[config.mk]
export PLATFORM = sky130hd
export DESIGN_NAME = object_pattern_sequencer_flat
export DESIGN_NICKNAME = d
export VERILOG_FILES = /design/src/rtl/object_pattern_sequencer_pkg.sv /design/src/rtl/object_pattern_sequencer_if.sv /design/src/rtl/object_pattern_sequencer_wait_timer.sv /design/src/rtl/object_pattern_sequencer.sv /design/src/flat_wrapper.sv
export SDC_FILE = /design/constraint.sdc
export NUM_CORES = 1
export LEC_CHECK = 0
export BUFFER_PORTS_ARGS = -buffer_cell sky130_fd_sc_hd__buf_2
export CAP_MARGIN = 5
export CORE_ASPECT_RATIO = 0.75
export CORE_MARGIN = 10
export CORE_UTILIZATION = 50
export CTS_CLUSTER_DIAMETER = 120
export DETAILED_ROUTE_END_ITERATION = 12
export GPL_TIMING_DRIVEN = 0
export PLACE_DENSITY = 0.9
export SLEW_MARGIN = 0
export SYNTH_ARGS = -nofsm -noshare
export SYNTH_HDL_FRONTEND = slang
export SYNTH_SLANG_ARGS = --single-unit
export TNS_END_PERCENT = 30
[constraint.sdc]
create_clock -name clk_calculation -period 2.1 [get_ports clk_calculation]
set_input_delay 0.42 -clock clk_calculation [delete_from_list [all_inputs] [get_ports clk_calculation]]
set_output_delay 0.42 -clock clk_calculation [all_outputs]
set_load 0.005 [all_outputs]
[src/rtl/object_pattern_sequencer_pkg.sv]
`default_nettype none
// ============================================================================
// Module : object_pattern_pkg
// Desc   : Pattern ROM entry layout, sequencer state encodings, entry unpacker.
// Rev    : 1.0
// ============================================================================
package object_pattern_pkg;

  localparam int ENTRY_W   = 67;
  localparam int TIMEOUT_W = 10;

  localparam int END_BIT   = 66;
  localparam int WAIT_LSB  = 58;
  localparam int WAIT_W    = 8;
  localparam int DIR_LSB   = 55;
  localparam int DIR_W     = 3;
  localparam int X_LSB     = 45;
  localparam int Y_LSB     = 35;
  localparam int W_LSB     = 25;
  localparam int H_LSB     = 15;
  localparam int COORD_W   = 10;
  localparam int SPEED_LSB = 10;
  localparam int SPEED_W   = 5;
  localparam int DTIME_LSB = 2;
  localparam int DTIME_W   = 8;
  localparam int DTRIG_LSB = 0;
  localparam int DTRIG_W   = 2;

  localparam int STATE_W = 3;
  localparam logic [STATE_W-1:0] S_IDLE    = 3'd0;
  localparam logic [STATE_W-1:0] S_FETCH   = 3'd1;
  localparam logic [STATE_W-1:0] S_LOAD    = 3'd2;
  localparam logic [STATE_W-1:0] S_WAIT    = 3'd3;
  localparam logic [STATE_W-1:0] S_SEND    = 3'd4;
  localparam logic [STATE_W-1:0] S_RELEASE = 3'd5;
  localparam logic [STATE_W-1:0] S_ADVANCE = 3'd6;
  localparam logic [STATE_W-1:0] S_DONE    = 3'd7;

  typedef struct packed {
    logic [DIR_W-1:0]   dir;
    logic [COORD_W-1:0] x;
    logic [COORD_W-1:0] y;
    logic [COORD_W-1:0] w;
    logic [COORD_W-1:0] h;
    logic [SPEED_W-1:0] speed;
    logic [DTIME_W-1:0] dtime;
    logic [DTRIG_W-1:0] dtrig;
  } obj_fields_t;

  function automatic obj_fields_t unpack_entry(input logic [ENTRY_W-1:0] e);
    obj_fields_t f;
    f.dir   = e[DIR_LSB   +: DIR_W];
    f.x     = e[X_LSB     +: COORD_W];
    f.y     = e[Y_LSB     +: COORD_W];
    f.w     = e[W_LSB     +: COORD_W];
    f.h     = e[H_LSB     +: COORD_W];
    f.speed = e[SPEED_LSB +: SPEED_W];
    f.dtime = e[DTIME_LSB +: DTIME_W];
    f.dtrig = e[DTRIG_LSB +: DTRIG_W];
    return f;
  endfunction

endpackage
`default_nettype wire

[src/rtl/object_pattern_sequencer_if.sv]
`default_nettype none
// ============================================================================
// Module : object_pattern_sequencer_if
// Desc   : Object-load handshake between pattern sequencer (master) and runtime (slave).
// Rev    : 1.0
// ============================================================================
interface object_pattern_sequencer_if;
  logic [2:0] object_movement_direction;
  logic [9:0] object_pos_x;
  logic [9:0] object_pos_y;
  logic [9:0] object_w;
  logic [9:0] object_h;
  logic [4:0] object_speed;
  logic [7:0] object_destroy_time;
  logic [1:0] object_destroy_trigger;
  logic       sync_object_position;
  logic       update_object_position;

  modport master (
    output object_movement_direction, object_pos_x, object_pos_y, object_w, object_h,
           object_speed, object_destroy_time, object_destroy_trigger, sync_object_position,
    input  update_object_position
  );

  modport slave (
    input  object_movement_direction, object_pos_x, object_pos_y, object_w, object_h,
           object_speed, object_destroy_time, object_destroy_trigger, sync_object_position,
    output update_object_position
  );
endinterface
`default_nettype wire

[src/rtl/object_pattern_sequencer_wait_timer.sv]
`default_nettype none
// ============================================================================
// Module : object_pattern_wait_timer
// Desc   : Loadable centi-second down-counter; holds at zero, freezes on pause.
// Rev    : 1.0
// ============================================================================
module object_pattern_wait_timer
  import object_pattern_pkg::*;
(
  input  wire              clk,
  input  wire              rst_n,
  input  wire              load_i,
  input  wire [WAIT_W-1:0] load_val_i,
  input  wire              tick_i,
  input  wire              pause_i,
  output logic             zero_o
);

  logic [WAIT_W-1:0] cnt_q, cnt_d;

  always_comb begin
    cnt_d = cnt_q;
    if (load_i) begin
      cnt_d = load_val_i;
    end else if (tick_i && !pause_i && (cnt_q != '0)) begin
      cnt_d = cnt_q - WAIT_W'(1);
    end
  end

  always_ff @(posedge clk or negedge rst_n) begin
    if (!rst_n) begin
      cnt_q <= '0;
    end else begin
      cnt_q <= cnt_d;
    end
  end

  assign zero_o = (cnt_q == '0);

endmodule
`default_nettype wire

[src/rtl/object_pattern_sequencer.sv]
`default_nettype none
// ============================================================================
// Module : object_pattern_sequencer
// Desc   : Walks the pattern ROM and offers each object over the sync/update handshake.
//          Build option PATTERN_LOOP_EN: wrap to address 0 at end-of-pattern instead of DONE.
// Rev    : 1.0
// ============================================================================
module object_pattern_sequencer
  import object_pattern_pkg::*;
#(
  parameter int ADDR_W            = 6,
  parameter int HANDSHAKE_TIMEOUT = 1023
) (
  input  wire                        clk_calculation,
  input  wire                        reset_n,
  input  wire                        centi_tick,
  input  wire                        start,
  input  wire                        pause,
  output logic [ADDR_W-1:0]          rom_addr,
  input  wire  [ENTRY_W-1:0]         rom_data,
  object_pattern_sequencer_if.master obj,
  output logic                       busy,
  output logic                       done,
  output logic                       handshake_error
);

  localparam logic [TIMEOUT_W-1:0] c_TO_LIMIT = TIMEOUT_W'(HANDSHAKE_TIMEOUT - 1);

  logic [STATE_W-1:0]   state_q, state_d;
  logic [ADDR_W-1:0]    rom_addr_q, rom_addr_d;
  logic [TIMEOUT_W-1:0] to_cnt_q, to_cnt_d;
  logic                 seen_low_q, seen_low_d;
  logic                 end_q;
  obj_fields_t          fields_q;
  logic                 sync_q, sync_d;
  logic                 busy_q, busy_d;
  logic                 done_q, done_d;
  logic                 err_q, err_d;

  logic w_start_ok;
  logic w_wait_zero;
  logic w_to_hit;
  logic w_ack;
  logic w_hs_timeout;

  object_pattern_wait_timer u_wait_timer (
    .clk        (clk_calculation),
    .rst_n      (reset_n),
    .load_i     (state_q == S_LOAD),
    .load_val_i (rom_data[WAIT_LSB +: WAIT_W]),
    .tick_i     (centi_tick && (state_q == S_WAIT)),
    .pause_i    (pause),
    .zero_o     (w_wait_zero)
  );

  assign w_start_ok = start && ((state_q == S_IDLE) || (state_q == S_DONE));
  assign w_to_hit   = (to_cnt_q >= c_TO_LIMIT);
  // A level-high update left over from the previous entry must drop once before it counts.
  assign w_ack      = obj.update_object_position && seen_low_q;

  always_ff @(posedge clk_calculation or negedge reset_n) begin
    if (!reset_n) begin
      state_q    <= S_IDLE;
      rom_addr_q <= '0;
      to_cnt_q   <= '0;
      seen_low_q <= 1'b0;
      end_q      <= 1'b0;
      fields_q   <= '0;
      sync_q     <= 1'b1;
      busy_q     <= 1'b0;
      done_q     <= 1'b0;
      err_q      <= 1'b0;
    end else begin
      state_q    <= state_d;
      rom_addr_q <= rom_addr_d;
      to_cnt_q   <= to_cnt_d;
      seen_low_q <= seen_low_d;
      sync_q     <= sync_d;
      busy_q     <= busy_d;
      done_q     <= done_d;
      err_q      <= err_d;
      if (state_q == S_LOAD) begin
        fields_q <= unpack_entry(rom_data);
        end_q    <= rom_data[END_BIT];
      end
    end
  end

  always_comb begin
    state_d      = state_q;
    rom_addr_d   = rom_addr_q;
    w_hs_timeout = 1'b0;
    case (state_q)
      S_IDLE, S_DONE: begin
        if (start) begin
          rom_addr_d = '0;
          state_d    = S_FETCH;
        end
      end
      S_FETCH: state_d = S_LOAD;
      S_LOAD:  state_d = S_WAIT;
      S_WAIT: begin
        if (w_wait_zero) state_d = S_SEND;
      end
      S_SEND: begin
        if (w_ack) begin
          state_d = S_RELEASE;
        end else if (w_to_hit) begin
          state_d      = S_RELEASE;
          w_hs_timeout = 1'b1;
        end
      end
      S_RELEASE: begin
        if (!obj.update_object_position) begin
          state_d = S_ADVANCE;
        end else if (w_to_hit) begin
          state_d      = S_ADVANCE;
          w_hs_timeout = 1'b1;
        end
      end
      S_ADVANCE: begin
        if (end_q || (rom_addr_q == '1)) begin
`ifdef PATTERN_LOOP_EN
          rom_addr_d = '0;
          state_d    = S_FETCH;
`else
          state_d    = S_DONE;
`endif
        end else begin
          rom_addr_d = rom_addr_q + ADDR_W'(1);
          state_d    = S_FETCH;
        end
      end
      default: state_d = S_IDLE;
    endcase

    // Timeout count restarts on each state change, so each handshake edge gets a full budget.
    to_cnt_d = to_cnt_q;
    if (state_d != state_q) begin
      to_cnt_d = '0;
    end else if (((state_q == S_SEND) || (state_q == S_RELEASE)) && (to_cnt_q != '1)) begin
      to_cnt_d = to_cnt_q + TIMEOUT_W'(1);
    end

    seen_low_d = seen_low_q;
    if (state_q != S_SEND) begin
      seen_low_d = 1'b0;
    end else if (!obj.update_object_position) begin
      seen_low_d = 1'b1;
    end
  end

  always_comb begin
    sync_d = (state_d != S_SEND);
    busy_d = (state_d != S_IDLE) && (state_d != S_DONE);
    done_d = (state_d == S_DONE);
    err_d  = err_q;
    if (w_start_ok) begin
      err_d = 1'b0;
    end else if (w_hs_timeout) begin
      err_d = 1'b1;
    end
  end

  assign rom_addr        = rom_addr_q;
  assign busy            = busy_q;
  assign done            = done_q;
  assign handshake_error = err_q;

  assign obj.sync_object_position      = sync_q;
  assign obj.object_movement_direction = fields_q.dir;
  assign obj.object_pos_x              = fields_q.x;
  assign obj.object_pos_y              = fields_q.y;
  assign obj.object_w                  = fields_q.w;
  assign obj.object_h                  = fields_q.h;
  assign obj.object_speed              = fields_q.speed;
  assign obj.object_destroy_time       = fields_q.dtime;
  assign obj.object_destroy_trigger    = fields_q.dtrig;

endmodule
`default_nettype wire
[src/flat_wrapper.sv]
// flat-port wrapper written by rule: the top's interface ports become plain ports
module object_pattern_sequencer_flat import object_pattern_pkg::*;
#(
  parameter int ADDR_W            = 6,
  parameter int HANDSHAKE_TIMEOUT = 1023
)
  (clk_calculation, reset_n, centi_tick, start, pause, rom_addr, rom_data, busy, done, handshake_error, obj_object_movement_direction, obj_object_pos_x, obj_object_pos_y, obj_object_w, obj_object_h, obj_object_speed, obj_object_destroy_time, obj_object_destroy_trigger, obj_sync_object_position, obj_update_object_position);
  object_pattern_sequencer_if obj_i ();
  input  wire clk_calculation;
  input  wire reset_n;
  input  wire centi_tick;
  input  wire start;
  input  wire pause;
  output logic [ADDR_W-1:0] rom_addr;
  input  wire  [ENTRY_W-1:0] rom_data;
  output logic busy;
  output logic done;
  output logic handshake_error;
  output wire logic [$bits(obj_i.object_movement_direction)-1:0] obj_object_movement_direction;
  output wire logic [$bits(obj_i.object_pos_x)-1:0] obj_object_pos_x;
  output wire logic [$bits(obj_i.object_pos_y)-1:0] obj_object_pos_y;
  output wire logic [$bits(obj_i.object_w)-1:0] obj_object_w;
  output wire logic [$bits(obj_i.object_h)-1:0] obj_object_h;
  output wire logic [$bits(obj_i.object_speed)-1:0] obj_object_speed;
  output wire logic [$bits(obj_i.object_destroy_time)-1:0] obj_object_destroy_time;
  output wire logic [$bits(obj_i.object_destroy_trigger)-1:0] obj_object_destroy_trigger;
  output wire logic [$bits(obj_i.sync_object_position)-1:0] obj_sync_object_position;
  input wire logic [$bits(obj_i.update_object_position)-1:0] obj_update_object_position;
  assign obj_object_movement_direction = obj_i.object_movement_direction;
  assign obj_object_pos_x = obj_i.object_pos_x;
  assign obj_object_pos_y = obj_i.object_pos_y;
  assign obj_object_w = obj_i.object_w;
  assign obj_object_h = obj_i.object_h;
  assign obj_object_speed = obj_i.object_speed;
  assign obj_object_destroy_time = obj_i.object_destroy_time;
  assign obj_object_destroy_trigger = obj_i.object_destroy_trigger;
  assign obj_sync_object_position = obj_i.sync_object_position;
  assign obj_i.update_object_position = obj_update_object_position;
  object_pattern_sequencer #(.ADDR_W(ADDR_W), .HANDSHAKE_TIMEOUT(HANDSHAKE_TIMEOUT)) u_core (.clk_calculation(clk_calculation), .reset_n(reset_n), .centi_tick(centi_tick), .start(start), .pause(pause), .rom_addr(rom_addr), .rom_data(rom_data), .obj(obj_i), .busy(busy), .done(done), .handshake_error(handshake_error));
endmodule
==> impl_metrics.env <==
export IMPL_cellLeakagePower_nw=2.458
export IMPL_cts_tree="yes"
export IMPL_postLayoutCellArea_sq_um=5177
export IMPL_avgViaCountPerCell=5.138
export IMPL_syn_cell_area_sq_um=4073
export IMPL_ir_drop_v=0.001026
export IMPL_drt_drc_violations_left=0
export IMPL_synth_async_reset_ratio_pct=100.0
export IMPL_avgSynthCellArea_sq_um=12.65
export IMPL_portBuffers=140
export IMPL_finalClockSkew_ns=0.01252
export IMPL_cp_top_family="compound AO/OA/AOI/OAI gates"
export IMPL_initial_utilization_pct=51.44
export IMPL_crit_type="flip-flop to flip-flop"
export IMPL_drt_iter0_drc=205
export IMPL_fp_coreArea_sq_um=7918
export IMPL_cpMaxStageDelayCell="dfrtp_2"
export IMPL_grt_overflow=0
export IMPL_routed_wl_mm=10.11
export IMPL_cts_root_buf="clkbuf_8"
export IMPL_relSlewSlack_pct=64.47
export IMPL_syn_instance_count=322
export IMPL_clock_sinks=91
export IMPL_outcome="complete, no violations"
export IMPL_grt_antenna_before_repair=0
export IMPL_synthTopCellsByArea="dfrtp_1 (55%), mux2_2 (17%), xor2_1 (2.8%), nand2_1 (1.9%), nor2_1 (1.8%)"
export IMPL_area_growth_synth_to_final_pct=27.13
export IMPL_clk_insertion_delay_late_ns=0.37
export IMPL_ys_types=49
export IMPL_ys_warn_count=0
export IMPL_setup_worst_path_start_class="flip-flop"
export IMPL_n_antenna_cell=0
export IMPL_crit_start="u_core.to_cnt_q[0]$_DFFE_PN0P_"
export IMPL_r2r_cells=8
export IMPL_pwr_density_cell_nw_per_um2=1415
export IMPL_min_to="u_core.u_wait_timer.cnt_q[1]$_DFFE_PN0P_"
export IMPL_period_share_pct=96.90
export IMPL_crit_path_max_incr_delay_ns=0.41
export IMPL_finalMaxSlewViolations=0
export IMPL_io_pins=141
export IMPL_fmax_mhz=491.4
export IMPL_wl_per_cell_um=17.19
export IMPL_synth_nets=399
export IMPL_post_route_util_pct=65.39
export IMPL_path_clk_slew_ns=0.10
export IMPL_ant_nets=0
export IMPL_place_worst_setup_slack_ns=0.06328
export IMPL_dieArea_sq_um=12190
export IMPL_gp_congestion=0.8459
export IMPL_hp_start="rom_data[59]"
export IMPL_maxCapViolations=0
export IMPL_setup_slack_ns=0.06516
export IMPL_hpwl_mm=7.799
export IMPL_layout_drive_gt1_share_pct=50.10
export IMPL_rrSetupSlack_ns=0.07
export IMPL_grt_pass1_vias=3246
export IMPL_die_h_um=98.16
export IMPL_holdPathStages=2
export IMPL_rows=28
export IMPL_netlist_area_leader_share_pct=55.30
export IMPL_worstPathArrival_ns=2.29
export IMPL_die_x_um=124.2
export IMPL_hold_viol_final=0
export IMPL_cts_buffers=9
export IMPL_rsz0062_at_grt="yes"
export IMPL_ys_seq_area_share_pct=55.94
export IMPL_crit_chain="inv_1, ha_1, o211a_1, and3_1, a211o_1, a21o_1, buf_4, a311oi_2"
export IMPL_tightestPinTransition_ns=0.5330
export IMPL_crit_path_end_kind="flip-flop"
export IMPL_htreeDepth=3
export IMPL_worstReg2RegEnd="u_core.to_cnt_q[2]$_DFFE_PN0P_"
export IMPL_ys_ff_latch=91
export IMPL_grt_max_degree=75
export IMPL_worstReg2RegStart="u_core.to_cnt_q[0]$_DFFE_PN0P_"
export IMPL_post_route_min_period_ns=2.035
export IMPL_synth_top_area_cell="dfrtp_1"
export IMPL_synth_edf_count=0
export IMPL_drt_pass1_iterations=4
export IMPL_crit_buf_inv=2
export IMPL_required_ns=2.36
export IMPL_grt_pass1_wl_mm=16.48
export IMPL_clk_path_buf_depth=2
export IMPL_grt_usage_pct=16.47
export IMPL_placed_area_sq_um=4935
export IMPL_cp_max_fo=10
export IMPL_nets=555
export IMPL_synth_flop_cell="dfrtp_1"
export IMPL_min_path_type="input port to flip-flop"
export IMPL_setup_viol=0
export IMPL_via_count=3021
[cells in the final DEF, fill, tap and decap left out, drive strengths merged, types with 9 or more instances in the layout]
| cell type | instances |
|---|---|
| o21ai | 12 |
| inv | 9 |
| buf | 156 |
| xor2 | 13 |
| clkbuf | 14 |
| mux2 | 61 |
| dfrtp | 90 |
| nor2 | 20 |
| nand2 | 21 |
[state kept, by name, summed over array words and instances, names as in the netlist, 2 cells and up]
name / cells
u_core.u_wait_timer.cnt_q: 8
u_core.obj.object_destroy_trigger: 2
u_core.obj.object_destroy_time: 8
u_core.obj.object_movement_direction: 3
u_core.obj.object_pos_x: 10
u_core.to_cnt_q: 10
u_core.state_q: 3
u_core.obj.object_h: 10
u_core.obj.object_speed: 5
u_core.obj.object_pos_y: 10
u_core.obj.object_w: 10
u_core.rom_addr: 6
[area by class of cell]
cell class	count	area [sq um]
Buffer	16	81.33
Clock buffer	10	127.6
Clock inverter	6	71.32
Fill cell	655	2740
Inverter	6	22.52
Multi-Input combinational cell	209	1700
Sequential cell	91	2280
Tap cell	105	131.4
Timing Repair Buffer	145	763.2
[what timing repair did]
| action | CTS | global route |
|---|---|---|
| hold buffers | 1 | 0 |
| setup buffers | 0 | 3 |
| resized for setup | 0 | 3 |
| hold endpoints to repair | 16 | 0 |
| endpoints found under the setup margin | 0 | 10 |
[per-layer routing]
layer	up-vias	global-route usage, %	share of wire [%]
met2	101	28.56	51
met1	1459	17.38	37
li1	1453	-	-
met3	8	8.158	9.9
met4	0	4.826	1.1
met5	-	0	0
[synth_stat cells, drive strengths merged (3+ instances only)]
cell    instances
a211oi          4
xnor2           5
nand4           4
buf            12
nor2           20
a211o           3
nand2b          4
a21oi           7
a21o            3
xor2           13
nand2          21
nand3           7
clkbuf          4
mux2           61
nor2b           3
ha              4
dfrtp          90
nor3            4
and2            3
o21ai          12
nand3b          3
inv             6
and3            4
[metrics by stage]
stage	hold slack (ns)	instances	TNS [ns]	total power, mW
2_1_floorplan	0.1244	322	0	4.879
3_3_place_gp	0.4811	567	-14.40	5.942
6_report	0.2465	588	0	7.326
3_5_place_dp	0.3155	568	0	6.153
4_1_cts	0.2262	585	0	7.387
5_1_grt	0.2241	588	-0.02323	7.871
[power by group]
part           total [mW]  switching, mW  internal, mW
combinational        3.10           1.43          1.67
sequential           3.03          0.504          2.52
clock                1.20          0.637         0.565
total                7.33           2.57          4.76
[worst register-to-register path: stages (launching register included)]
cell and delay, ns:
dfrtp_2 0.41, inv_1 0.05, ha_1 0.18, o211a_1 0.24, and3_1 0.21, a211o_1 0.29
a21o_1 0.17, buf_4 0.17, a311oi_2 0.21
[logic make-up (layout without fill, tap and decap cells)]
kind of cell | after synthesis | after routing | synth area share [%]
and+or+nand+nor | 82 | 82 | 10.97
xor gates and xnor gates | 18 | 18 | 3.871
buffers and inverters | 22 | 183 | 2.550
adders and majority gates | 4 | 4 | 1.229
DFF | 91 | 91 | 55.94
AOI/OAI and AO/OA | 44 | 44 | 8.572
muxes | 61 | 61 | 16.87
[how the worst max path moves through the flow]
stage	endpoint	cells after the start
global route	u_core.to_cnt_q[2]$_DFFE_PN0P_	8
detailed placement	u_core.to_cnt_q[2]$_DFFE_PN0P_	8
finish	u_core.to_cnt_q[2]$_DFFE_PN0P_	8
CTS	u_core.to_cnt_q[2]$_DFFE_PN0P_	8
global placement	u_core.obj.object_speed[2]$_DFFE_PN0P_	1
floorplan	u_core.to_cnt_q[2]$_DFFE_PN0P_	8
Note: power is estimated with default switching activity, not from simulation.
